## config.mk

```make
export PLATFORM = sky130hd
export DESIGN_NAME = uart_alu_seq
export DESIGN_NICKNAME = d
export VERILOG_FILES = /design/src/rtl/uart_alu_seq.sv
export SDC_FILE = /design/constraint.sdc
export NUM_CORES = 1
export LEC_CHECK = 0
export CAP_MARGIN = 20
export CELL_PAD_IN_SITES_DETAIL_PLACEMENT = 1
export CELL_PAD_IN_SITES_GLOBAL_PLACEMENT = 1
export CORE_MARGIN = 1
export CORE_UTILIZATION = 37
export DETAILED_ROUTE_END_ITERATION = 16
export PLACE_DENSITY = 0.95
export SYNTH_ARGS = -nofsm -noshare
export SYNTH_HDL_FRONTEND = slang
export SYNTH_SLANG_ARGS = --single-unit
```

## constraint.sdc

```tcl
create_clock -name clk -period 3.4 [get_ports clk]
set_input_delay 0.68 -clock clk [delete_from_list [all_inputs] [get_ports clk]]
set_output_delay 0.68 -clock clk [all_outputs]
set_load 0.01 [all_outputs]
```

## src/rtl/uart_alu_seq.sv

```systemverilog
// uart_alu_seq
// Frame sequencer between a UART receiver/transmitter pair and a
// combinational ALU. A frame is SYNC_BYTE, operand A, operand B and an opcode
// byte. The sequencer latches the operands and opcode, strobes the ALU for one
// cycle, captures the result and hands it to the transmitter. It then waits
// for the transmitter to finish before it accepts the next frame.
//
// Optional feature: define UART_ALU_SEQ_TIMEOUT_EN to add an inter-byte
// timeout. If no byte arrives within TIMEOUT_CYCLES, the GET_* states abort
// back to IDLE and flag a frame error.
//
// Ports
//   clk           clock, rising edge
//   i_rst_n       asynchronous active-low reset
//   i_rx_data     received byte, valid while i_rx_done is high
//   i_rx_done     one-cycle pulse per received byte
//   i_alu_result  combinational ALU result
//   i_tx_done     one-cycle pulse when the transmitter finishes
//   o_alu_a       ALU operand A
//   o_alu_b       ALU operand B
//   o_alu_op      ALU opcode
//   o_alu_valid   one-cycle execute strobe, high during EXEC
//   o_tx_data     captured ALU result for the transmitter
//   o_tx_start    one-cycle transmit request, high during SEND
//   o_busy        high in every state except IDLE
//   o_frame_err   one-cycle pulse for a bad header, an overrun or a timeout
//
// state   | meaning
// IDLE    | waiting for SYNC_BYTE
// GET_A   | waiting for operand A
// GET_B   | waiting for operand B
// GET_OP  | waiting for opcode byte
// EXEC    | ALU strobe; result captured at the end of the cycle
// SEND    | transmit request
// WAIT_TX | waiting for the transmitter to finish

module uart_alu_seq #(
    parameter int                   NB_DATA        = 8,
    parameter int                   NB_OP          = 6,
    parameter logic [NB_DATA-1:0]   SYNC_BYTE      = 8'hA5,
    parameter int                   TIMEOUT_CYCLES = 50000
) (
    input  logic               clk,
    input  logic               i_rst_n,
    input  logic [NB_DATA-1:0] i_rx_data,
    input  logic               i_rx_done,
    input  logic [NB_DATA-1:0] i_alu_result,
    input  logic               i_tx_done,
    output logic [NB_DATA-1:0] o_alu_a,
    output logic [NB_DATA-1:0] o_alu_b,
    output logic [NB_OP-1:0]   o_alu_op,
    output logic               o_alu_valid,
    output logic [NB_DATA-1:0] o_tx_data,
    output logic               o_tx_start,
    output logic               o_busy,
    output logic               o_frame_err
);

    if (NB_OP > NB_DATA) begin : g_bad_op_width
        $error("uart_alu_seq: NB_OP must not exceed NB_DATA");
    end
    if (TIMEOUT_CYCLES < 1) begin : g_bad_timeout
        $error("uart_alu_seq: TIMEOUT_CYCLES must be at least 1");
    end

    typedef enum logic [2:0] {
        IDLE    = 3'd0,
        GET_A   = 3'd1,
        GET_B   = 3'd2,
        GET_OP  = 3'd3,
        EXEC    = 3'd4,
        SEND    = 3'd5,
        WAIT_TX = 3'd6
    } state_t;

    state_t state;
    state_t state_next;
    logic   frame_err_next;
    logic   in_get;
    logic   timeout;

    assign in_get = (state == GET_A) || (state == GET_B) || (state == GET_OP);

`ifdef UART_ALU_SEQ_TIMEOUT_EN
    localparam int NB_TMO = $clog2(TIMEOUT_CYCLES + 1);

    logic [NB_TMO-1:0] tmo_cnt;

    // The counter rests at zero outside the GET_* states, so every entry to
    // GET_A starts from zero. Each received byte restarts the count.
    always_ff @(posedge clk or negedge i_rst_n) begin
        if (!i_rst_n) begin
            tmo_cnt <= '0;
        end else if (!in_get || i_rx_done || timeout) begin
            tmo_cnt <= '0;
        end else begin
            tmo_cnt <= tmo_cnt + 1'b1;
        end
    end

    assign timeout = in_get && (tmo_cnt == NB_TMO'(TIMEOUT_CYCLES - 1));
`else
    assign timeout = 1'b0;
`endif

    always_ff @(posedge clk or negedge i_rst_n) begin
        if (!i_rst_n) begin
            state       <= IDLE;
            o_frame_err <= 1'b0;
        end else begin
            state       <= state_next;
            o_frame_err <= frame_err_next;
        end
    end

    always_comb begin
        state_next     = state;
        frame_err_next = 1'b0;
        case (state)
            IDLE: begin
                if (i_rx_done) begin
                    if (i_rx_data == SYNC_BYTE) state_next = GET_A;
                    else                        frame_err_next = 1'b1;
                end
            end
            GET_A:   if (i_rx_done) state_next = GET_B;
            GET_B:   if (i_rx_done) state_next = GET_OP;
            GET_OP:  if (i_rx_done) state_next = EXEC;
            EXEC: begin
                state_next     = SEND;
                frame_err_next = i_rx_done;
            end
            SEND: begin
                state_next     = WAIT_TX;
                frame_err_next = i_rx_done;
            end
            WAIT_TX: begin
                if (i_tx_done) state_next = IDLE;
                frame_err_next = i_rx_done;
            end
            default: state_next = IDLE;
        endcase

        // A timeout wins over a byte arriving in the same cycle.
        if (timeout) begin
            state_next     = IDLE;
            frame_err_next = 1'b1;
        end
    end

    always_ff @(posedge clk or negedge i_rst_n) begin
        if (!i_rst_n) begin
            o_alu_a   <= '0;
            o_alu_b   <= '0;
            o_alu_op  <= '0;
            o_tx_data <= '0;
        end else begin
            if (i_rx_done && !timeout) begin
                if (state == GET_A)  o_alu_a  <= i_rx_data;
                if (state == GET_B)  o_alu_b  <= i_rx_data;
                if (state == GET_OP) o_alu_op <= i_rx_data[NB_OP-1:0];
            end
            if (state == EXEC) o_tx_data <= i_alu_result;
        end
    end

    assign o_alu_valid = (state == EXEC);
    assign o_tx_start  = (state == SEND);
    assign o_busy      = (state != IDLE);

endmodule

```

* Word level (Yosys, flattened, before mapping)
Cells that the tools add are included.
** Operators by class
- Muxes and demuxes :: 10
- Equality and inequality tests :: 13
- Reduce and logical (&&, ||, !) cells :: 7
** Operators with widths (number)
- $pmux W3 S7 :: 1
- $mux W3 :: 6
- $ne A2 B2 Y1 const B :: 6
- $eq A3 B3 Y1 const B :: 3
- $eq A8 B8 Y1 const B :: 1
- $eq A3 B2 Y1 const B :: 2
- $reduce_and A2 Y1 :: 3
- $reduce_and A6 Y1 :: 1
- $eq A3 B1 Y1 const B :: 1
- $logic_not A3 Y1 :: 1
- $reduce_bool A3 Y1 :: 1
- $reduce_or A3 Y1 :: 1
- $mux W1 :: 2
- $pmux W1 S2 :: 1
** Storage, ports and cells
- Logic and storage cells :: 36
- Bits of input ports :: 20
- Flip-flop bits (word level) :: 34
- Output and inout bits :: 34

* Depth between registers and ports, before layout
- Depth after elaboration :: 4
- Depth in mapped cells :: 5
- Depth with buffers taken out :: 3

* Worst setup path before layout
OpenSTA, ideal clock, no wires.
- Path kind :: register to output
- From :: register state[2]
- To :: output port o_busy
- Arrival :: 1.023 ns
- Stages on the path, launching flop included :: 3
- Path buffers :: 1
- Slack :: 1.697 ns
- Data required time :: 2.720 ns
- Path through :: dfrtp_1 > clkbuf_8 > or3_2
** On the way
- Word-level cells in the longest chain between the ends :: 1
** Ends and longest elaborated chain
- from (decl) :: line 76 : state_t state;
- from (signal assigned) :: line 111 : state <= state_next;
- $reduce_bool A3 Y1 :: line 169 : assign o_busy = (state != IDLE);
- to (decl) :: line 55 : output logic o_busy,
No other way between the ends.

* Worst setup path after layout
- From :: register state[2]
- To :: output port o_alu_valid
** On the way
- Word-level cells in the longest chain between the ends :: 1
** Ends and longest elaborated chain
- $eq A3 B3 Y1 :: line 167 : assign o_alu_valid = (state == EXEC);
- to (decl) :: line 52 : output logic o_alu_valid,
No other way between the ends.

==> report_table.html <==
<table>
<tr><th>Metric</th><th>Value</th></tr>
<tr><th colspan="2">Outcome</th></tr>
<tr><td>Outcome</td><td>completed</td></tr>
<tr><th colspan="2">Routing</th></tr>
<tr><td>Average via count per standard cell</td><td>4.97</td></tr>
<tr><td>Via total after detailed routing</td><td>994</td></tr>
<tr><td>Pre-antenna DRT Iters</td><td>2</td></tr>
<tr><td>WL per Instance</td><td>16.8 um</td></tr>
<tr><td>ANT nets after route</td><td>0</td></tr>
<tr><td>Aggregate routed wire length</td><td>3370 um</td></tr>
<tr><td>Detailed Route Iter0 Violations</td><td>3</td></tr>
<tr><td>Total DRC errors in the routed layout</td><td>0</td></tr>
<tr><th colspan="2">Clocking</th></tr>
<tr><td>Post-CTS Resized</td><td>0</td></tr>
<tr><td>TritonCTS clock tree</td><td>done</td></tr>
<tr><td>Clock-pin slew reported for the worst setup and hold paths after clock tree synthesis</td><td>70 ps</td></tr>
<tr><td>Number of setup buffers added after CTS</td><td>0</td></tr>
<tr><td>Clock sink total</td><td>34</td></tr>
<tr><td>Number of levels the H-tree was split into</td><td>2</td></tr>
<tr><td>Number of clock buffers inserted by TritonCTS</td><td>5</td></tr>
<tr><td>Number of buffers inserted by hold repair at cts</td><td>0</td></tr>
<tr><td>Latest clock arrival within the worst-skew pair</td><td>280 ps</td></tr>
<tr><td>Deepest clock path buffer count</td><td>2</td></tr>
<tr><td>CTS Root Buffer Type</td><td>sky130_fd_sc_hd__clkbuf_8</td></tr>
<tr><th colspan="2">Finish</th></tr>
<tr><td>FF+latch area</td><td>851 um^2</td></tr>
<tr><td>P&amp;R area growth vs syn</td><td>46.8%</td></tr>
<tr><td>Nets</td><td>171</td></tr>
<tr><td>Post-layout utilization of the core</td><td>0.567</td></tr>
<tr><td>Share of layout cells above drive strength 1</td><td>0.296</td></tr>
<tr><td>Fill count</td><td>377</td></tr>
<tr><td>Footprint of the multi-input gates</td><td>524 um^2</td></tr>
<tr><td>Antenna diode count</td><td>0</td></tr>
<tr><td>Final non-filler cell total</td><td>200</td></tr>
<tr><th colspan="2">Synthesis</th></tr>
<tr><td>Count of mapped cells out of synthesis</td><td>95</td></tr>
<tr><td>Syn Nets</td><td>115</td></tr>
<tr><td>Sequential share of the synthesized area</td><td>0.598</td></tr>
<tr><td>Most area-hungry cell type in the Yosys netlist</td><td>sky130_fd_sc_hd__dfrtp_1</td></tr>
<tr><td>Main combinational cell family by area after synthesis</td><td>multiplexers</td></tr>
<tr><td>Summed instance area of the synthesized netlist</td><td>0.00142 mm^2</td></tr>
<tr><td>Syn avg cell area</td><td>15.0 um^2</td></tr>
<tr><td>Share of synthesized area spent on multiplexers</td><td>0.237</td></tr>
<tr><td>Synth warn</td><td>0</td></tr>
<tr><td>Post-Synth Simple-Gate Area</td><td>0.106</td></tr>
<tr><td>Parity-gate share of the synthesized area counting xor and xnor cells</td><td>0</td></tr>
<tr><td>Count of distinct cell types in the synthesized netlist</td><td>19</td></tr>
<tr><td>Area fraction of the dominant cell type after synthesis</td><td>0.598</td></tr>
<tr><td>Top area cells in the synthesized netlist</td><td>sky130_fd_sc_hd__dfrtp_1 60%, sky130_fd_sc_hd__mux2_2 24%, sky130_fd_sc_hd__buf_4 2.1%, sky130_fd_sc_hd__o21ai_0 1.8%, sky130_fd_sc_hd__nand4b_4 1.7%</td></tr>
<tr><td>Synthesized-area fraction occupied by ao, oa, aoi and oai cells</td><td>0.0246</td></tr>
<tr><td>Post-Synth Adder-Cell Area</td><td>0</td></tr>
<tr><td>Yosys reg bits</td><td>34</td></tr>
<tr><th colspan="2">Timing</th></tr>
<tr><td>Slew at the pin closest to its max-slew limit</td><td>439 ps</td></tr>
<tr><td>Count of endpoints failing hold in the final timing report</td><td>0</td></tr>
<tr><td>Final clock period utilization by the worst path</td><td>0.755</td></tr>
<tr><td>Setup TNS after final layout</td><td>0 ps</td></tr>
<tr><td>Clock period minus final worst setup slack</td><td>2570 ps</td></tr>
<tr><td>Worst-case setup margin in the final layout</td><td>832 ps</td></tr>
<tr><td>Setup repair after global routing missed its margin</td><td>false</td></tr>
<tr><td>Clock skew</td><td>4.91 ps</td></tr>
<tr><td>Count of pins over their slew limit</td><td>0</td></tr>
<tr><td>Setup violators final</td><td>0</td></tr>
<tr><td>Max Freq</td><td>389 MHz</td></tr>
<tr><td>Max-slew headroom</td><td>0.708</td></tr>
<tr><th colspan="2">Floorplan</th></tr>
<tr><td>Number of top-level pins</td><td>54</td></tr>
<tr><td>Area enclosed by the die boundary</td><td>0.00410 mm^2</td></tr>
<tr><td>DIE HEIGHT</td><td>64.0 um</td></tr>
<tr><td>Overall die width</td><td>64.0 um</td></tr>
<tr><td>Effective utilization at floorplan</td><td>0.386</td></tr>
<tr><td>Floorplan Core Area</td><td>0.00369 mm^2</td></tr>
<tr><td>Row count</td><td>22</td></tr>
<tr><th colspan="2">Critical path</th></tr>
<tr><td>Delay-heaviest family, CP</td><td>buffers and inverters</td></tr>
<tr><td>Critical Path Slowest Stage Cell</td><td>sky130_fd_sc_hd__dfrtp_1</td></tr>
<tr><td>Buffers and inverters on the worst path</td><td>2</td></tr>
<tr><td>Kind of start point of the critical path</td><td>flip-flop</td></tr>
<tr><td>Req. time, crit path</td><td>2720 ps</td></tr>
<tr><td>Delay of the slowest cell on the worst path</td><td>560 ps</td></tr>
<tr><td>Crit path DAT</td><td>1890 ps</td></tr>
<tr><td>Chain of cells forming the critical path</td><td>nor3b_1, buf_4, clkdlybuf4s50_1</td></tr>
<tr><td>Crit path max fanout</td><td>12</td></tr>
<tr><td>Type of the worst setup path</td><td>reg2out</td></tr>
<tr><td>Kind of end point of the critical path</td><td>primary output</td></tr>
<tr><th colspan="2">Worst hold path</th></tr>
<tr><td>Type of the tightest min-delay check</td><td>reg2reg</td></tr>
<tr><th colspan="2">Power</th></tr>
<tr><td>Clock power share</td><td>0.178</td></tr>
<tr><td>Pwr/cell area</td><td>931 mW/mm^2</td></tr>
<tr><td>Cell leakage power</td><td>0.000877 uW</td></tr>
<tr><td>Register share of total power</td><td>0.385</td></tr>
<tr><td>Switching power summed over all nets</td><td>593 uW</td></tr>
<tr><td>Share of total power consumed by net switching</td><td>0.305</td></tr>
<tr><td>Largest vdd supply drop</td><td>0.485 mV</td></tr>
<tr><td>Combinational share of power</td><td>0.438</td></tr>
<tr><td>Internal power</td><td>1350 uW</td></tr>
<tr><th colspan="2">Placement</th></tr>
<tr><td>Pre-CTS worst setup slack</td><td>949 ps</td></tr>
<tr><td>Total placed cells including tap cells</td><td>192</td></tr>
<tr><td>GPL Wtd Cong</td><td>0.721</td></tr>
<tr><td>IO buf count</td><td>53</td></tr>
<tr><td>HPWL Detailed</td><td>2460 um</td></tr>
<tr><th colspan="2">Global routing</th></tr>
<tr><td>Initial antenna violation count</td><td>0</td></tr>
<tr><td>Via count of the first global-routing pass</td><td>1153</td></tr>
<tr><td>GRT Util Overall</td><td>0.189</td></tr>
<tr><td>Largest net degree at the start of global routing</td><td>35</td></tr>
<tr><td>Overall overflow remaining after global route</td><td>0</td></tr>
<tr><td>First-pass GRT wire length</td><td>5620 um</td></tr>
<tr><th colspan="2">Flow run</th></tr>
<tr><td>Max cap viols</td><td>0</td></tr>
</table>
cells in the mapped netlist:
library cell and count:
sky130_fd_sc_hd__nand2_1 5, sky130_fd_sc_hd__clkbuf_8 1, sky130_fd_sc_hd__nor3b_1 3, sky130_fd_sc_hd__nand3_1 1, sky130_fd_sc_hd__nor4bb_1 2, sky130_fd_sc_hd__or3_2 1, sky130_fd_sc_hd__buf_2 1, sky130_fd_sc_hd__o21ai_0 5
sky130_fd_sc_hd__dfrtp_1 34, sky130_fd_sc_hd__nand2_2 1, sky130_fd_sc_hd__mux2_2 30, sky130_fd_sc_hd__a32o_1 1, sky130_fd_sc_hd__nand4b_4 1, sky130_fd_sc_hd__and4bb_1 1, sky130_fd_sc_hd__nor2_1 1, sky130_fd_sc_hd__buf_4 4
sky130_fd_sc_hd__and3b_2 1, sky130_fd_sc_hd__nor3_1 1, sky130_fd_sc_hd__nor3_4 1
metal layers:
metal,vias to the layer above,GRT usage,wire length [um]
li1,446,-,-
met1,497,0.199,1280
met2,44,0.320,1730
met3,7,0.0946,316
met4,0,0.0739,49
met5,-,0,0
placed cells by master (no fill, tap or decap), drive strengths merged:
| cell | n |
|---|---|
| clkdlybuf4s50 | 53 |
| dfrtp | 34 |
| mux2 | 30 |
| clkbuf | 8 |
| nand2 | 6 |
| o21ai | 5 |
| nor3b | 3 |
| nor4bb | 2 |
| buf | 2 |
| nor3 | 2 |
| and3b | 1 |
| or3 | 1 |
| a32o | 1 |
| nand3 | 1 |
| nor2 | 1 |
| and4bb | 1 |
| nand4b | 1 |
final cells by class:
class | instances | share of cell area
Clock buffer | 8 | 0.0527
Multi-Input combinational cell | 55 | 0.251
Sequential cell | 34 | 0.407
Tap cell | 48 | 0.0287
Timing Repair Buffer | 55 | 0.261
power by group through the flow:
stage	Clock [uW]	Sequential (uW)	Combinational [uW]
floorplan	0	792	332
global placement	0	737	826
detailed placement	0	755	857
CTS	358	753	867
global route	377	780	913
finish	346	748	852
flip-flops by register name (all words and copies together), names as in the netlist:
signal / count
o_alu_a: 8
o_alu_b: 8
o_alu_op: 6
o_frame_err: 1
o_tx_data: 8
state: 3
cells by family (layout without fill, tap and decap cells):
logic type,Yosys count,in the layout
and+or+nand+nor,19,19
AOI/OAI and AO/OA,6,6
DFF,34,34
muxes,30,30
buffers and inverters,6,63
path summary, 6_finish.rpt:
check                                     to  slack (ps)  cells after the start          from
worst max-delay path             o_alu_valid         830                      3      state[2]
worst min register to register  o_tx_data[6]         510                      1  o_tx_data[6]
min in group asynchronous        o_alu_op[5]         800                      2       i_rst_n
max in group asynchronous        o_alu_op[3]        2280                      2       i_rst_n
worst max register to register    o_alu_b[5]        1720                      2      state[0]
worst min-delay path            o_tx_data[6]         510                      1  o_tx_data[6]
metrics by stage:
step                      hold slack, ps  cell area, um^2  total power (uW)
after CTS                            512             2090              1980
after global routing                 524             2090              2070
after global placement               488             1980              1560
final                                507             2090              1950
after floorplan                      384             1420              1120
after detailed placement             496             1980              1610
No activity file was read; power rests on OpenSTA's default activity.
==> patch, RTL diff (same flow settings) <==
The option `UART_ALU_SEQ_TIMEOUT_EN` is turned on by a define.
--- a/src/rtl/uart_alu_seq.sv
+++ b/src/rtl/uart_alu_seq.sv
@@ -35,2 +35,4 @@
 // WAIT_TX | waiting for the transmitter to finish
+
+`define UART_ALU_SEQ_TIMEOUT_EN
 
Behaviour: same outputs for any inputs over 10 cycles, from zero or initial values and one cycle with i_rst_n low; that may be too few to reach the edited logic, so the function may still have changed.
==> patch against the original RTL <==
Register-to-register slack lost 0.80 ns; sequential power increased by 28%; non-clock buffer count did not move; area after synthesis grew 57%; power increased by 17%; sequential cell count rose by 16; first-iteration DRC count grew to 22 times the old value; clock power is 1% higher; wire length increased by 74%; worst hold slack got worse by 0.27 ns; worst setup slack got worse by 0.092 ns; synthesized cell count is 87% higher; cell area increased by 39%.
==> patch: results (changes against the original RTL) <==
metric	value	unit	change
run_status	finished, final reports clean		unchanged
globalRouteMet3Util	4.46	%	was 9.46%
nFillCells	579		was 377
hold-worst-slack	0.238	ns	was 0.507 ns
post_cts_resize_count	0		unchanged
stdcell_count	305		was 200
worstReg2RegEnd	o_alu_b[0]		was o_alu_b[5]
cpMaxStageDelayCell	sky130_fd_sc_hd__clkdlybuf4s50_1		was sky130_fd_sc_hd__dfrtp_1
met3RoutedLength	232	um	was 316 um
detail_route.wl_per_cell	19.2	um	was 16.8 um
yosysSeqAreaShare	56.1	%	was 59.8%
post_dp_cell_area	2800	um^2	was 1980 um^2
maximum_number_of_pins_on_one_net_before_global_route_repair	51		was 35
drt-pass1-iter-count	4		was 2
hold_path.class	input pin to async pin		was register to register
place_inst	296		was 192
arrival	1.98	ns	was 1.89 ns
clk-insertion-delay-late	0.30	ns	was 0.28 ns
vdd_drop_max	0.438	mV	was 0.485 mV
final_layout_size_suffix_gt1_share	19.7	%	was 29.6%
met2_usage	34.7	%	was 32.0%
synth_warnings	0		unchanged
slew_headroom	56.9	%	was 70.8%
final_nets	253		was 171
post_synth_num_cell_types	38		was 19
wl_met2	3070	um	was 1730 um
post-dp-hpwl	4280	um	was 2460 um
routabilityCongestion	0.745		was 0.721
cts.repair_timing.setup_buffer_count	0		unchanged
regToRegStartpoint	tmo_cnt[4]		was state[0]
synth.avg_cell_area	12.5	um^2	was 15.0 um^2
critical_path.startpoint	state[0]		was state[2]
worst-r2r-cell-count	4		was 2
power.leakage	1.21	nW	was 0.877 nW
groute.usage.overall	20.2	%	was 18.9%
max_reg_flops	16		
buffer_ports.inserted	53		unchanged
synth_commonest_cells	50 x sky130_fd_sc_hd__dfrtp_1, 30 x sky130_fd_sc_hd__mux2_2, 19 x sky130_fd_sc_hd__nor2_1		was 34 x sky130_fd_sc_hd__dfrtp_1, 30 x sky130_fd_sc_hd__mux2_2, 5 x sky130_fd_sc_hd__nand2_1, 5 x sky130_fd_sc_hd__o21ai_0, 4 x sky130_fd_sc_hd__buf_4
mappedNetlistNets	199		was 115
critical_path.top_delay_family	buffers and inverters		unchanged
place_worst_setup_slack	0.872	ns	was 0.949 ns
synth_area_leaders	sky130_fd_sc_hd__dfrtp_1 56%, sky130_fd_sc_hd__mux2_2 15%, sky130_fd_sc_hd__xor2_1 3.5%		was sky130_fd_sc_hd__dfrtp_1 60%, sky130_fd_sc_hd__mux2_2 24%, sky130_fd_sc_hd__buf_4 2.1%
global_route.usage.met1	24.1	%	was 19.9%
total_switching_power	0.000728	W	was 0.000593 W
first_global_vias	1826		was 1153
cp_slowest_stage_delay	0.55	ns	
finClkSkew	0.00677	ns	was 0.00491 ns
largest_fanout_of_any_net_on_the_critical_path	11		was 12
route.vias.total	1621		was 994
registers.top_by_ff_count	tmo_cnt		
cts.htree.levels	2		unchanged
r2r_setup_slack	0.92	ns	was 1.72 ns
length_of_routed_wiring_on_met1	2370	um	was 1280 um
grt_antenna_before_repair	0		unchanged
wire_length_of_the_first_global_routing_pass	9450	um	was 5620 um
detail_route.iter0.violations	65		was 3
patch: cell count changes after synthesis, moves of 4 or more:
| cell | unedited run | this run |
|---|---|---|
| sky130_fd_sc_hd__nor2_1 | 1 | 19 |
| sky130_fd_sc_hd__xor2_1 | 0 | 9 |
| sky130_fd_sc_hd__xnor2_1 | 0 | 4 |
| sky130_fd_sc_hd__buf_4 | 4 | 0 |
| sky130_fd_sc_hd__nand4_1 | 0 | 5 |
| sky130_fd_sc_hd__dfrtp_1 | 34 | 50 |
| sky130_fd_sc_hd__nand3_1 | 1 | 7 |
patch: cells by family after synthesis:
logic type	count (synthesis)	synth area share, %
AOI/OAI and AO/OA	12	3.31
buffers and inverters	9	2.64
muxes	31	15.6
xor gates and xnor gates	13	5.10
adders and majority gates	1	0.561
DFF	50	56.1
and+or+nand+nor	62	16.7
patch: final cells by class:
| cell class | instances | area (um^2) | share of cell area, % |
|---|---|---|---|
| flip-flops and latches | 50 | 1250 | 43.0 |
| inverters | 1 | 3.75 | 0.129 |
| clock inverters | 1 | 5.00 | 0.172 |
| multi-input cells | 119 | 921 | 31.6 |
| well taps | 72 | 90.1 | 3.10 |
| repair buffers | 55 | 553 | 19.0 |
| clock buffers | 7 | 86.3 | 2.97 |
patch: power by group through the flow:
stage	clock network [W]	logic (W)	registers [W]
6_report	0.000350	0.000971	0.000956
5_1_grt	0.000385	0.00103	0.000985
4_1_cts	0.000367	0.000981	0.000955
3_5_place_dp	0	0.000972	0.000966
3_3_place_gp	0	0.000929	0.000942
2_1_floorplan	0	0.000392	0.00101
patch: worst register-to-register path, delay by kind of cell (launching register included):
kind | cells | cell delay (ns)
muxes | 1 | 0.39
DFF | 1 | 0.47
and+or+nand+nor | 3 | 1.51
